## config.mk

```make
export PLATFORM = sky130hd
export DESIGN_NAME = alu_issue
export DESIGN_NICKNAME = d
export VERILOG_FILES = /design/src/rtl/alu_pkg.sv /design/src/rtl/alu_issue_fifo.sv /design/src/rtl/alu_issue.sv
export SDC_FILE = /design/constraint.sdc
export NUM_CORES = 1
export LEC_CHECK = 0
export CAP_MARGIN = 5
export CORE_ASPECT_RATIO = 1.25
export CORE_MARGIN = 4
export CORE_UTILIZATION = 50
export CTS_CLUSTER_DIAMETER = 50
export DETAILED_ROUTE_END_ITERATION = 10
export PLACE_DENSITY_LB_ADDON = 0.15
export SLEW_MARGIN = 10
export SYNTH_ARGS = -nofsm -noshare
export SYNTH_HDL_FRONTEND = slang
export SYNTH_SLANG_ARGS = --single-unit
```

## constraint.sdc

```tcl
create_clock -name clk -period 11.06 [get_ports clk]
set_clock_uncertainty 0.1 [all_clocks]
set_input_delay 1.659 -clock clk [delete_from_list [all_inputs] [get_ports clk]]
set_output_delay 1.659 -clock clk [all_outputs]
set_load 0.01 [all_outputs]
```

## src/rtl/alu_pkg.sv

```systemverilog
// Shared definitions for the ALU issue block: opcode encodings, op field bit positions,
// issue FSM state encoding and the queued command record.
package alu_pkg;

    localparam logic [2:0] OP_ADD     = 3'b000;
    localparam logic [2:0] OP_SUB     = 3'b001;
    localparam logic [2:0] OP_ILLEGAL = 3'b010;
    localparam logic [2:0] OP_MUL     = 3'b011;
    localparam logic [2:0] OP_CMP0    = 3'b100;
    localparam logic [2:0] OP_CMP1    = 3'b101;
    localparam logic [2:0] OP_CMP2    = 3'b110;
    localparam logic [2:0] OP_DIV     = 3'b111;

    localparam int unsigned FLOAT_BIT  = 3;
    localparam int unsigned SIGNED_BIT = 4;

    typedef enum logic [1:0] {
        IDLE  = 2'd0,
        DRIVE = 2'd1,
        RESP  = 2'd2,
        HALT  = 2'd3
    } state_e;

    typedef struct packed {
        logic [4:0]  op;
        logic [31:0] a;
        logic [31:0] b;
    } cmd_t;

    // 010 is illegal regardless of the float/signed qualifier bits.
    function automatic logic op_legal(input logic [4:0] op);
        return op[2:0] != OP_ILLEGAL;
    endfunction

endpackage

```

## src/rtl/alu_issue_fifo.sv

```systemverilog
// Command queue for alu_issue: DEPTH entries of {op, a, b} plus tag, wrapping pointers
// and an occupancy count from which full/empty are derived.
module alu_issue_fifo
    import alu_pkg::*;
#(
    parameter int unsigned DEPTH = 4,
    parameter int unsigned TAG_W = 4
) (
    input  logic             clk_i,
    input  logic             rst_i,
    input  logic             push_i,
    input  cmd_t             push_cmd_i,
    input  logic [TAG_W-1:0] push_tag_i,
    input  logic             pop_i,
    output cmd_t             head_cmd_o,
    output logic [TAG_W-1:0] head_tag_o,
    output logic             full_o,
    output logic             empty_o
);

    localparam int unsigned PTR_W = (DEPTH > 1) ? $clog2(DEPTH) : 1;
    localparam int unsigned CNT_W = $clog2(DEPTH + 1);

    cmd_t             cmd_mem_q [DEPTH];
    logic [TAG_W-1:0] tag_mem_q [DEPTH];

    logic [PTR_W-1:0] wr_ptr_q, wr_ptr_d;
    logic [PTR_W-1:0] rd_ptr_q, rd_ptr_d;
    logic [CNT_W-1:0] count_q, count_d;
    logic             do_push, do_pop;

    assign full_o  = (count_q == CNT_W'(DEPTH));
    assign empty_o = (count_q == '0);

    // Full is taken from the registered count, so a pop never frees room in the same cycle.
    assign do_push = push_i & ~full_o;
    assign do_pop  = pop_i & ~empty_o;

    assign head_cmd_o = cmd_mem_q[rd_ptr_q];
    assign head_tag_o = tag_mem_q[rd_ptr_q];

    always_comb begin
        wr_ptr_d = wr_ptr_q;
        rd_ptr_d = rd_ptr_q;
        count_d  = count_q;
        if (do_push) begin
            wr_ptr_d = wr_ptr_q + PTR_W'(1);
        end
        if (do_pop) begin
            rd_ptr_d = rd_ptr_q + PTR_W'(1);
        end
        unique case ({do_push, do_pop})
            2'b10:   count_d = count_q + CNT_W'(1);
            2'b01:   count_d = count_q - CNT_W'(1);
            default: count_d = count_q;
        endcase
    end

    always_ff @(posedge clk_i or posedge rst_i) begin
        if (rst_i) begin
            wr_ptr_q <= '0;
            rd_ptr_q <= '0;
            count_q  <= '0;
        end else begin
            wr_ptr_q <= wr_ptr_d;
            rd_ptr_q <= rd_ptr_d;
            count_q  <= count_d;
        end
    end

    always_ff @(posedge clk_i) begin
        if (do_push) begin
            cmd_mem_q[wr_ptr_q] <= push_cmd_i;
            tag_mem_q[wr_ptr_q] <= push_tag_i;
        end
    end

endmodule

```

## src/rtl/alu_issue.sv

```systemverilog
// Handshaked multi-cycle front end for the combinational ALU: queues commands, holds operands
// for SETTLE cycles, captures the result. Define ALU_ISSUE_ZE_HALT_EN to halt after a ze response.
module alu_issue
    import alu_pkg::*;
#(
    parameter int unsigned DEPTH  = 4,
    parameter int unsigned SETTLE = 2,
    parameter int unsigned TAG_W  = 4
) (
    input  logic             clk,
    input  logic             rst,
    input  logic             cmd_valid,
    output logic             cmd_ready,
    input  logic [4:0]       cmd_op,
    input  logic [31:0]      cmd_a,
    input  logic [31:0]      cmd_b,
    input  logic [TAG_W-1:0] cmd_tag,
    output logic [31:0]      alu_a,
    output logic [31:0]      alu_b,
    output logic [31:0]      alu_instr,
    input  logic [31:0]      alu_s,
    input  logic             alu_ze,
    output logic             rsp_valid,
    input  logic             rsp_ready,
    output logic [31:0]      rsp_s,
    output logic             rsp_ze,
    output logic             rsp_err,
    output logic [TAG_W-1:0] rsp_tag,
    output logic             busy,
    output logic             halted,
    input  logic             halt_clr
);

    localparam int unsigned CNT_W = $clog2(SETTLE + 1);

    cmd_t             head_cmd;
    logic [TAG_W-1:0] head_tag;
    logic             fifo_full, fifo_empty, fifo_pop;
    cmd_t             push_cmd;

    state_e           state_q, state_d;
    logic [CNT_W-1:0] cnt_q, cnt_d;
    logic [31:0]      alu_a_q, alu_a_d, alu_b_q, alu_b_d;
    logic [4:0]       alu_op_q, alu_op_d;
    logic [TAG_W-1:0] tag_q, tag_d;
    logic             rsp_valid_q, rsp_valid_d;
    logic [31:0]      rsp_s_q, rsp_s_d;
    logic             rsp_ze_q, rsp_ze_d;
    logic             rsp_err_q, rsp_err_d;
    logic [TAG_W-1:0] rsp_tag_q, rsp_tag_d;
    logic             halt_pend_q, halt_pend_d;
    logic             issue;

    assign push_cmd = '{op: cmd_op, a: cmd_a, b: cmd_b};

    alu_issue_fifo #(
        .DEPTH (DEPTH),
        .TAG_W (TAG_W)
    ) u_fifo (
        .clk_i      (clk),
        .rst_i      (rst),
        .push_i     (cmd_valid),
        .push_cmd_i (push_cmd),
        .push_tag_i (cmd_tag),
        .pop_i      (fifo_pop),
        .head_cmd_o (head_cmd),
        .head_tag_o (head_tag),
        .full_o     (fifo_full),
        .empty_o    (fifo_empty)
    );

    assign cmd_ready = ~fifo_full;
    assign alu_a     = alu_a_q;
    assign alu_b     = alu_b_q;
    assign alu_instr = {27'b0, alu_op_q};
    assign rsp_valid = rsp_valid_q;
    assign rsp_s     = rsp_s_q;
    assign rsp_ze    = rsp_ze_q;
    assign rsp_err   = rsp_err_q;
    assign rsp_tag   = rsp_tag_q;
    assign busy      = ~fifo_empty | (state_q != IDLE);

`ifdef ALU_ISSUE_ZE_HALT_EN
    assign halted = (state_q == HALT);
`else
    assign halted = 1'b0;
    logic unused_halt_clr;
    assign unused_halt_clr = halt_clr;
`endif

    always_comb begin
        state_d     = state_q;
        cnt_d       = cnt_q;
        alu_a_d     = alu_a_q;
        alu_b_d     = alu_b_q;
        alu_op_d    = alu_op_q;
        tag_d       = tag_q;
        rsp_valid_d = rsp_valid_q;
        rsp_s_d     = rsp_s_q;
        rsp_ze_d    = rsp_ze_q;
        rsp_err_d   = rsp_err_q;
        rsp_tag_d   = rsp_tag_q;
        halt_pend_d = halt_pend_q;
        issue       = 1'b0;
        fifo_pop    = 1'b0;

        unique case (state_q)
            IDLE: begin
                issue = ~fifo_empty;
            end
            DRIVE: begin
                cnt_d = cnt_q - CNT_W'(1);
                if (cnt_q == CNT_W'(1)) begin
                    rsp_valid_d = 1'b1;
                    rsp_s_d     = alu_s;
                    rsp_ze_d    = alu_ze;
                    rsp_err_d   = 1'b0;
                    rsp_tag_d   = tag_q;
                    state_d     = RESP;
`ifdef ALU_ISSUE_ZE_HALT_EN
                    halt_pend_d = alu_ze;
`endif
                end
            end
            RESP: begin
                if (rsp_ready) begin
                    rsp_valid_d = 1'b0;
                    if (halt_pend_q) begin
                        halt_pend_d = 1'b0;
                        state_d     = HALT;
                    end else if (!fifo_empty) begin
                        issue = 1'b1;
                    end else begin
                        state_d = IDLE;
                    end
                end
            end
            HALT: begin
`ifdef ALU_ISSUE_ZE_HALT_EN
                if (halt_clr) begin
                    state_d = IDLE;
                end
`else
                state_d = IDLE;
`endif
            end
            default: state_d = IDLE;
        endcase

        // Shared pop/load path for IDLE and for a handoff in RESP.
        if (issue) begin
            fifo_pop = 1'b1;
            if (op_legal(head_cmd.op)) begin
                alu_a_d  = head_cmd.a;
                alu_b_d  = head_cmd.b;
                alu_op_d = head_cmd.op;
                tag_d    = head_tag;
                cnt_d    = CNT_W'(SETTLE);
                state_d  = DRIVE;
            end else begin
                rsp_valid_d = 1'b1;
                rsp_s_d     = '0;
                rsp_ze_d    = 1'b0;
                rsp_err_d   = 1'b1;
                rsp_tag_d   = head_tag;
                state_d     = RESP;
            end
        end
    end

    always_ff @(posedge clk or posedge rst) begin
        if (rst) begin
            state_q     <= IDLE;
            cnt_q       <= '0;
            alu_a_q     <= '0;
            alu_b_q     <= '0;
            alu_op_q    <= '0;
            tag_q       <= '0;
            rsp_valid_q <= 1'b0;
            rsp_s_q     <= '0;
            rsp_ze_q    <= 1'b0;
            rsp_err_q   <= 1'b0;
            rsp_tag_q   <= '0;
            halt_pend_q <= 1'b0;
        end else begin
            state_q     <= state_d;
            cnt_q       <= cnt_d;
            alu_a_q     <= alu_a_d;
            alu_b_q     <= alu_b_d;
            alu_op_q    <= alu_op_d;
            tag_q       <= tag_d;
            rsp_valid_q <= rsp_valid_d;
            rsp_s_q     <= rsp_s_d;
            rsp_ze_q    <= rsp_ze_d;
            rsp_err_q   <= rsp_err_d;
            rsp_tag_q   <= rsp_tag_d;
            halt_pend_q <= halt_pend_d;
        end
    end

endmodule
```

* Word-level counts from Yosys, hierarchy flattened
Memories as Yosys holds them, arrays and structs flattened.
Index checks and enable logic that the tools add are counted.
** Operators by class
- Add/subtract/negate cells :: 5
- Equality and inequality tests :: 11
- Muxes and demuxes :: 37
- Bitwise logic cells :: 5
- Reductions and logical operators :: 7
** Operators with widths (number)
- 2-to-1 mux 32 bit :: 4
- 2-to-1 mux 1 bit :: 17
- 2-to-1 mux 2 bit :: 8
- 2-to-1 mux 4 bit :: 4
- inequality test 3 bit (second input constant) :: 3
- == test 2 x 1 -> 1 bit (second input constant) :: 3
- == test 2 bit (second input constant) :: 3
- case mux 2 bit (3 select lines) :: 1
- case mux 3 bit (2 select lines) :: 1
- adder 2 x 1 -> 2 bit (second input constant) :: 2
- case mux 1 bit (2 select lines) :: 2
- AND reduction 4 bit :: 1
- nonzero test 2 bit :: 2
- nonzero test 4 bit :: 1
- adder 3 x 1 -> 3 bit (second input constant) :: 1
- == test 3 bit (second input constant) :: 1
- logical NOT 3 bit :: 1
- inequality test 3 x 2 -> 1 bit (second input constant) :: 1
- subtractor 3 x 1 -> 3 bit (second input constant) :: 1
- AND 1 bit :: 2
- logical NOT 2 bit :: 1
- inverter 1 bit :: 2
- AND reduction 2 bit :: 1
- subtractor 2 x 1 -> 2 bit (second input constant) :: 1
- OR 1 bit :: 1
** Word-level totals
- Flip-flop bits (word level) :: 123
- Memory bits (writable) :: 292
- Input bits :: 111
- Logic and storage cells :: 81
- Memories :: 2
** Memory list
- u_fifo.cmd_mem_q :: depth 4, bits a word 69, rd ports 1, clocked after Yosys merged registers in 0, wr ports 1, line alu_issue_fifo.sv:24 : cmd_t cmd_mem_q [DEPTH];
- u_fifo.tag_mem_q :: depth 4, bits a word 4, rd ports 1, clocked after Yosys merged registers in 0, wr ports 1, line alu_issue_fifo.sv:25 : logic [TAG_W-1:0] tag_mem_q [DEPTH];

* Longest topological paths before layout
Gate-level depths: netlist (run 1).
- Depth in word-level cells :: 8
- Depth in mapped cells :: 12

* Hierarchy
Synthesis (run 1) repeated with hierarchy kept, for this count alone.
** Unflattened totals
- Cells, all modules :: 803
- Area total of the unflattened synthesis :: 15996.6 µm²
** By module, submodules not included
- alu_issue_fifo :: instances 1, cells each 419, area each 10959.3 µm², sequential area each 8943.6 µm²
- alu_issue :: instances 1, cells each 384, area each 5037.3 µm², sequential area each 2902.8 µm²

* Worst setup path before layout (run 1)
Ideal clock, no wire load.
- Kind :: input -> register
- From :: input port cmd_valid
- To :: memory u_fifo.cmd_mem_q[0][0] in the netlist's numbering, enable pin
- Setup time :: 0.439 ns
- Data arrival time :: 3.416 ns
- Data required time :: 10.521 ns
- Path slack :: 7.104 ns
- Stages on the path :: 1
- Buffers on the path :: 0
- Cells stage by stage :: and3_1
** On the way
- Cells in the longest elaborated chain, start to end :: 3
** RTL lines
- from (decl) :: line alu_issue.sv:12 : input logic cmd_valid,
- AND 1 bit :: line alu_issue_fifo.sv:36 : assign do_push = push_i & ~full_o;
- 2-to-1 mux 1 bit :: line alu_issue_fifo.sv:72 : if (do_push) begin
- 2-to-1 mux 1 bit (not written as such) :: line alu_issue_fifo.sv:73 : cmd_mem_q[wr_ptr_q] <= push_cmd_i;
- to (decl) :: line alu_issue_fifo.sv:24
Every way passes these cells.

* Worst setup path after layout (run 1)
- From :: register u_fifo.rd_ptr_q[0]
- To :: register alu_b_q[4], in the netlist alu_b[4]
** On the way
- Cells in the longest elaborated chain, start to end :: 3
** RTL lines
- from (decl) :: line alu_issue_fifo.sv:28 : logic [PTR_W-1:0] rd_ptr_q, rd_ptr_d;
- from (signal assigned) :: line alu_issue_fifo.sv:66 : rd_ptr_q <= rd_ptr_d;
- memory (4 x 69 bit) (*)
- inequality test 3 x 2 -> 1 bit :: line alu_pkg.sv:32 : return op[2:0] != OP_ILLEGAL;
- AND reduction 2 bit (no line)
- to (signal assigned) :: line alu_issue.sv:189 : alu_b_q <= alu_b_d;
- to (decl) :: line alu_issue.sv:43 : logic [31:0] alu_a_q, alu_a_d, alu_b_q, alu_b_d;
Every way passes the cells marked *; elsewhere a longest branch is shown, timed or not.
A chain may end at the register's enable or synchronous reset.

==> results of run 1 <==
per-stage QoR:
step / instances / cell area, um2 / worst slack (ns) / utilization (%) / hold WS [ns]
2_1_floorplan: 833 / 15800 / 6.03 / - / 0.357
3_3_place_gp: 1405 / 18200 / 6.25 / 58.7 / 0.359
3_5_place_dp: 1405 / 18200 / 6.21 / 58.7 / 0.371
4_1_cts: 1479 / 19600 / 6.20 / 63.1 / 0.384
5_1_grt: 1479 / 19600 / 6.01 / 63.1 / 0.397
6_report: 1479 / 19600 / 6.43 / 63.1 / 0.383
layer usage:
layer  part of all wire, %  vias to the layer above  GRT usage (%)  routed length, um
li1                      -                     3517              -                  -
met1                    40                     4009           21.1              11800
met2                    52                      212           31.1              15500
met3                   6.2                       39           4.59               1840
met4                   1.7                        2           4.41                511
met5                 0.044                        -              0                 13
critical path, delay by kind of cell (launching register included):
family / cells / cell delay [ns]
buffers and inverters: 2 / 1.58
multiplexers: 2 / 1.02
flip-flops: 1 / 0.82
AND/OR/NAND/NOR: 2 / 0.91
Yosys cell counts (all sizes together):
cell    number
mux4        73
fa           1
and3         4
o21bai       1
o221ai       2
nor2         6
a22o         1
dfrtp      123
and2         1
nand2b       2
o21ai        6
mux2i        5
nor3         2
xnor2        5
ha          10
buf         42
nand2       74
edfxtp     292
xor2         2
nor3b        1
o22a         2
nand3        5
mux2        71
or2          1
inv         11
a21oi       36
clkbuf      22
clkinv       1
a21o         1
conb         1
o21a         1
o22ai        1
logic make-up after synthesis:
logic type	Yosys count	share of synthesized area [%]
DFF	415	75.5
muxes	149	15.9
and+or+nand+nor	96	2.59
buffers and inverters	76	2.86
AOI/OAI and AO/OA	51	1.80
adders and majority gates	11	0.925
xor gates and xnor gates	7	0.391
other	1	0.0239
sequential cells by signal, summed over array words and instances, names as in the netlist, 3 cells and up:
register / count
alu_a: 32
alu_b: 32
alu_op_q: 5
rsp_s: 32
rsp_tag: 4
tag_q: 4
u_fifo.cmd_mem_q: 276
u_fifo.count_q: 3
u_fifo.tag_mem_q: 16
final cells by class:
cell class / count / share of cell area [%]
clock buffer: 50 / 5.62
clock inverter: 24 / 1.28
inverter: 12 / 0.256
multi-input combinational: 342 / 18.0
sequential: 415 / 60.6
tap: 407 / 2.60
timing repair buffer: 229 / 11.6
how the worst max path moves through the flow:
stage | endpoint | cells after the start | slack [ns]
floorplan | alu_a[0] | 1 | 6.03
global placement | alu_a[30] | 6 | 6.25
detailed placement | alu_a[28] | 6 | 6.21
CTS | alu_a[28] | 6 | 6.20
global route | alu_op_q[4] | 6 | 6.01
finish | alu_b[4] | 6 | 6.43
power by group through the flow:
stage,clock (mW),combinational [mW],sequential [mW]
after floorplan,0,1.05,2.40
after global placement,0,1.73,2.39
after detailed placement,0,1.76,2.40
after CTS,1.41,1.77,2.37
after global routing,1.48,1.87,2.42
final,1.38,1.71,2.36
==> impl_results.md, run 1 <==
- Initial DRC count: 394
- Mean area per synthesized cell: 19.5 um2
- Antenna violations before repair: 1
- Largest cells by area after synthesis: edfxtp_1, dfrtp_1, mux4_2
- Largest area contributor in the netlist: edfxtp_1
- Crit path cell chain: buf_4 > mux4_2 > nor3b_4 > nor2_4 > buf_4 > mux2_1
- CP Class: reg2reg
- Worst R2R End: alu_b[4]
- Critical path's slowest cell: buf_4
- Reg-to-reg startpoint: u_fifo.rd_ptr_q[0]
- Grt ovf: 0
- Detailed Routing Iterations Pass 1: 4
- Crit share post-route: 41.8%
- Netlist Area Pre-Place: 15700 um2
- Share of layout cells above drive strength 1: 14.8%
- Initial Utilization: 50.6%
- Hold WC Path Type: reg2reg
- Sequential area share after synthesis: 75.5%
- Status: finished, final reports clean
- Worst setup SP type: register
- Crit end category: register
- R2R setup slack: 6.43 ns
- Area taken by multi-input logic gates: 3520 um2
- Largest net degree at the start of global routing: 69
- Wirelength, routed: 29600 um
- Worst-margin pin slew: 1.16 ns
- Die width: 166 um
- GRT Total Usage: 17.3%
- Rel. slew slack: 23.0%
- Root Driver: clkbuf_16
- Syn Inst Count: 806
- Clk buf depth: 3
- IO Pins: 249
- Commonest non-fill, non-tap cell in the layout: edfxtp_1
- Crit Path Max Fanout: 46
- Crit-path most repeated cell: buf_4
- Slew Limit Fails: 0
- Final setup fails: 0
- P&R area growth vs syn: 24.7%
- Critical path's largest stage delay: 0.86 ns
- Flip-flop and latch area: 11900 um2
- DRT antenna net count: 0
- CORE AREA: 31000 um2
- H-Tree Depth: 2
- Max-cap violations: 0
- Hold Path Stages: 1
- FP Rows: 72
- Yosys reg bits: 415
- Sum of negative setup slack: 0 ns
- Pleak: 7.01 nW
- CTS Hold Bufs: 0
- Post-layout min period: 4.63 ns
- First-pass GRT wire length: 46400 um
- FF-to-FF path depth: 6
- P_int: 3.89 mW
- Commonest non-fill, non-tap cells in the layout: edfxtp_1, clkdlybuf4s50_1, dfrtp_1, nand2_1, mux4_2
- Final Hold Fails: 0
- Die area: 34300 um2
- Switching portion of total power: 28.7%
- CTS tree: yes
- Nets: 1162
- Number of post-CTS setup repair buffers: 0
- HPWL Detailed: 17500 um
- IO buf count: 219
- Worst hold endpoint: alu_b[23]
- Synth Warn #: 0
- Vias in the first global route: 8287
- Clock sinks: 415
- Post-CTS sizing: 0
- Die H: 206 um
- Clock transition at the registers of the reported paths: 0.06 ns
- Combinational share of power: 31.5%
- Clock share of power: 25.3%
- RSZ-0062 raised after global routing: false
- Routed WL per cell: 20.0 um
- Fill cell count: 2295
- Peak supply drop: 159 uV
- Required time worst endpoint: 11.36 ns
- Cell variety after synth: 37
- Final Power: 5.45 mW
- Antenna diode count: 0
- Drc violations: 0
- HP Start: alu_b[23]
- CTS buffer count: 40
- PD cells: 279 nW/um2
- Sequential share of power: 43.3%
- Vias: 7779
- GP Congestion: 0.775
- Net switching power: 1.56 mW
- WP data arrival: 4.93 ns
- Top-area cell type share of the netlist area: 55.9%
- CP startpoint: u_fifo.rd_ptr_q[0]
- Fmax: 0.216 GHz
- Clock latency on the worst-skew pair: 0.53 ns
- Via-per-instance ratio: 5.26
Note: power is estimated with default switching activity, not from simulation.
==> run 2: changes to the inputs <==
Settings changed: CORE_UTILIZATION 50 to 48.
Clock period 11.06 ns to 4 ns, I/O delays scaled along.
==> run 2 against run 1 <==
Total power grew to 2.7 times the previous value. Design area is essentially flat. First-iteration DRC count grew 13%. Worst setup slack lost 5.1 ns. Cell count grew 0.61%. Sequential cell count is the same. Global-route usage grew 0.065 points. Critical path type unchanged. Non-clock buffer count grew 4. Clock power grew to 2.6 times the previous value. Count of clock-buffer cells in the layout grew 15. Sequential share of layout area is essentially flat.
==> impl_results.md, run 2 (synthesis results as in run 1) <==
- DRT antenna net count: 0 (unchanged)
- Critical path's slowest cell: or2_2
- GRT Total Usage: 17.4% (+0.065 points)
- Die area: 35700 um2 (+4.0%)
- PD cells: 763 nW/um2 (+170%)
- Top reg by flops: u_fifo.cmd_mem_q
- Max-cap violations: 0 (unchanged)
- CP Class: reg2reg
- Via-per-instance ratio: 5.24 (-0.39%)
- Root Driver: clkbuf_16
- Largest net degree at the start of global routing: 74 (+7.2%)
- Number of post-CTS setup repair buffers: 0 (unchanged)
- Slew Limit Fails: 0 (unchanged)
- Sum of negative setup slack: 0 ns (unchanged)
- Area taken by multi-input logic gates: 3520 um2 (unchanged)
- Crit end category: register
- Final WS setup: 1.36 ns (-5.07 ns)
- Commonest non-fill, non-tap cells in the layout: edfxtp_1, clkdlybuf4s50_1, dfrtp_1, nand2_1, mux4_2
- Die width: 170 um (+2.0%)
- DR top layer: met5
- Initial Utilization: 48.9% (-1.7 points)
- First-pass GRT wire length: 48400 um (+4.3%)
- Commonest non-fill, non-tap cell in the layout: edfxtp_1
- Rel. slew slack: 41.3% (+18 points)
- Crit share post-route: 66.0% (+24 points)
- GP Congestion: 0.747 (-3.5%)
- Drc violations: 0 (unchanged)
- RSZ-0062 raised after global routing: false
- Crit Path Max Fanout: 10 (-78%)
- Cell Area, Placed: 18300 um2 (+0.57%)
- Fmax: 0.379 GHz (+75%)
- Critical path's largest stage delay: 0.40 ns (-0.46 ns)
- Final setup fails: 0 (unchanged)
- Final non-filler cell area: 19600 um2 (about the same)
- Post-Layout Cell Count: 1488 (+0.61%)
- Crit path cell chain: inv_1 > ha_1 > a21oi_1 > or2_2 > clkinv_1 > ha_1 > inv_1 > fa_1 > xor2_1 > nor2_1 > xor2_1
- Grt ovf: 0 (unchanged)
- CTS buffer count: 41 (+2.5%)
- Post-layout min period: 2.64 ns (-1.99 ns)
- Final Hold Fails: 0 (unchanged)
- Routed WL per cell: 20.5 um (+2.1%)
- Fill cell count: 2387 (+4.0%)
- DP Worst Slack: 0.932 ns (-5.28 ns)
- Detailed Routing Iterations Pass 1: 4 (unchanged)
- Post-CTS sizing: 0 (unchanged)
- H-Tree Depth: 2 (unchanged)
- WP data arrival: 2.99 ns (-1.94 ns)
- Hold Path Stages: 1 (unchanged)
- WHS: 0.380 ns (-0.00295 ns)
- Worst-margin pin slew: 0.880 ns (-0.275 ns)
- Status: finished, final reports clean
- Flip-flop and latch area: 11900 um2 (unchanged)
- HPWL Detailed: 18100 um (+3.8%)
- P&R area growth vs syn: 24.7% (about the same)
- Clock latency on the worst-skew pair: 0.52 ns (about the same)
- Clk buf depth: 3 (unchanged)
- CTS Hold Bufs: 0 (unchanged)
- Worst setup SP type: register
- Initial DRC count: 445 (+13%)
- Final Power: 14.9 mW (+170%)
- FP Rows: 73 (+1.4%)
- Routed length on met2: 15700 um (+1.3%)
- Clock sinks: 415 (unchanged)
- Antenna violations before repair: 2 (+1)
- Wirelength, routed: 30400 um (+2.8%)
- Die H: 210 um (+2.0%)
- Clock transition at the registers of the reported paths: 0.06 ns (about the same)
- WL met1: 11800 um (+0.83%)
- Required time worst endpoint: 4.35 ns (-7.01 ns)
- FF-to-FF path depth: 11 (+5)
- IO Pins: 249 (unchanged)
- Largest register FFs: 276 (unchanged)
- Peak supply drop: 438 uV (+180%)
- Hold WC Path Type: reg2reg
- Pleak: 6.99 nW (-0.32%)
- Dpl cells: 1413 (+0.57%)
- Vias in the first global route: 8584 (+3.6%)
- Vias: 7796 (+0.22%)
- Core Util, Final: 61.0% (-2.1 points)
- CORE AREA: 32100 um2 (+3.5%)
- Share of layout cells above drive strength 1: 14.2% (-0.60 points)
- Nets: 1167 (+0.43%)
- IO buf count: 219 (unchanged)
- CTS tree: yes
- Met3 WL: 2160 um (+17%)
run 2: area by class of cell:
cell class | instances | area share [%]
timing repair buffer | 233 | 12.2
clock buffer | 65 | 5.96
multi-input combinational | 342 | 18.0
antenna | 1 | 0.0128
sequential | 415 | 60.6
tap | 412 | 2.64
inverter | 12 | 0.256
clock inverter | 8 | 0.345
run 2: worst max-delay path: cells and delay by family, from the launching register on:
kind | cells | cell delay [ns]
buffers and inverters | 3 | 0.38
AO/OA/AOI/OAI | 1 | 0.08
XOR/XNOR | 2 | 0.31
AND/OR/NAND/NOR | 2 | 0.52
adder cells (fa/ha/maj) | 3 | 0.79
flip-flops | 1 | 0.39
run 2: power by group:
| part | internal [mW] | switching, mW | total (mW) |
|---|---|---|---|
| clock | 2.06 | 1.49 | 3.55 |
| sequential | 5.92 | 0.512 | 6.43 |
| combinational | 2.62 | 2.31 | 4.94 |
run 2: path summary, 6_finish.rpt:
kind                       startpoint                 to  slack (ns)
max                        state_q[0]  u_fifo.count_q[2]        1.36
min                           rsp_err            rsp_err        0.38
max reg2reg                state_q[0]  u_fifo.count_q[2]        1.36
min reg2reg                   rsp_err            rsp_err        0.38
max in group asynchronous         rst          alu_b[18]        2.58
min in group asynchronous         rst          alu_a[19]        0.42
run 2: layer usage:
| layer | GRT usage (%) | vias to the layer above |
|---|---|---|
| li1 | - | 3527 |
| met1 | 21.8 | 3983 |
| met2 | 30.1 | 233 |
| met3 | 4.31 | 51 |
| met5 | 0 | - |
| met4 | 5.33 | 2 |
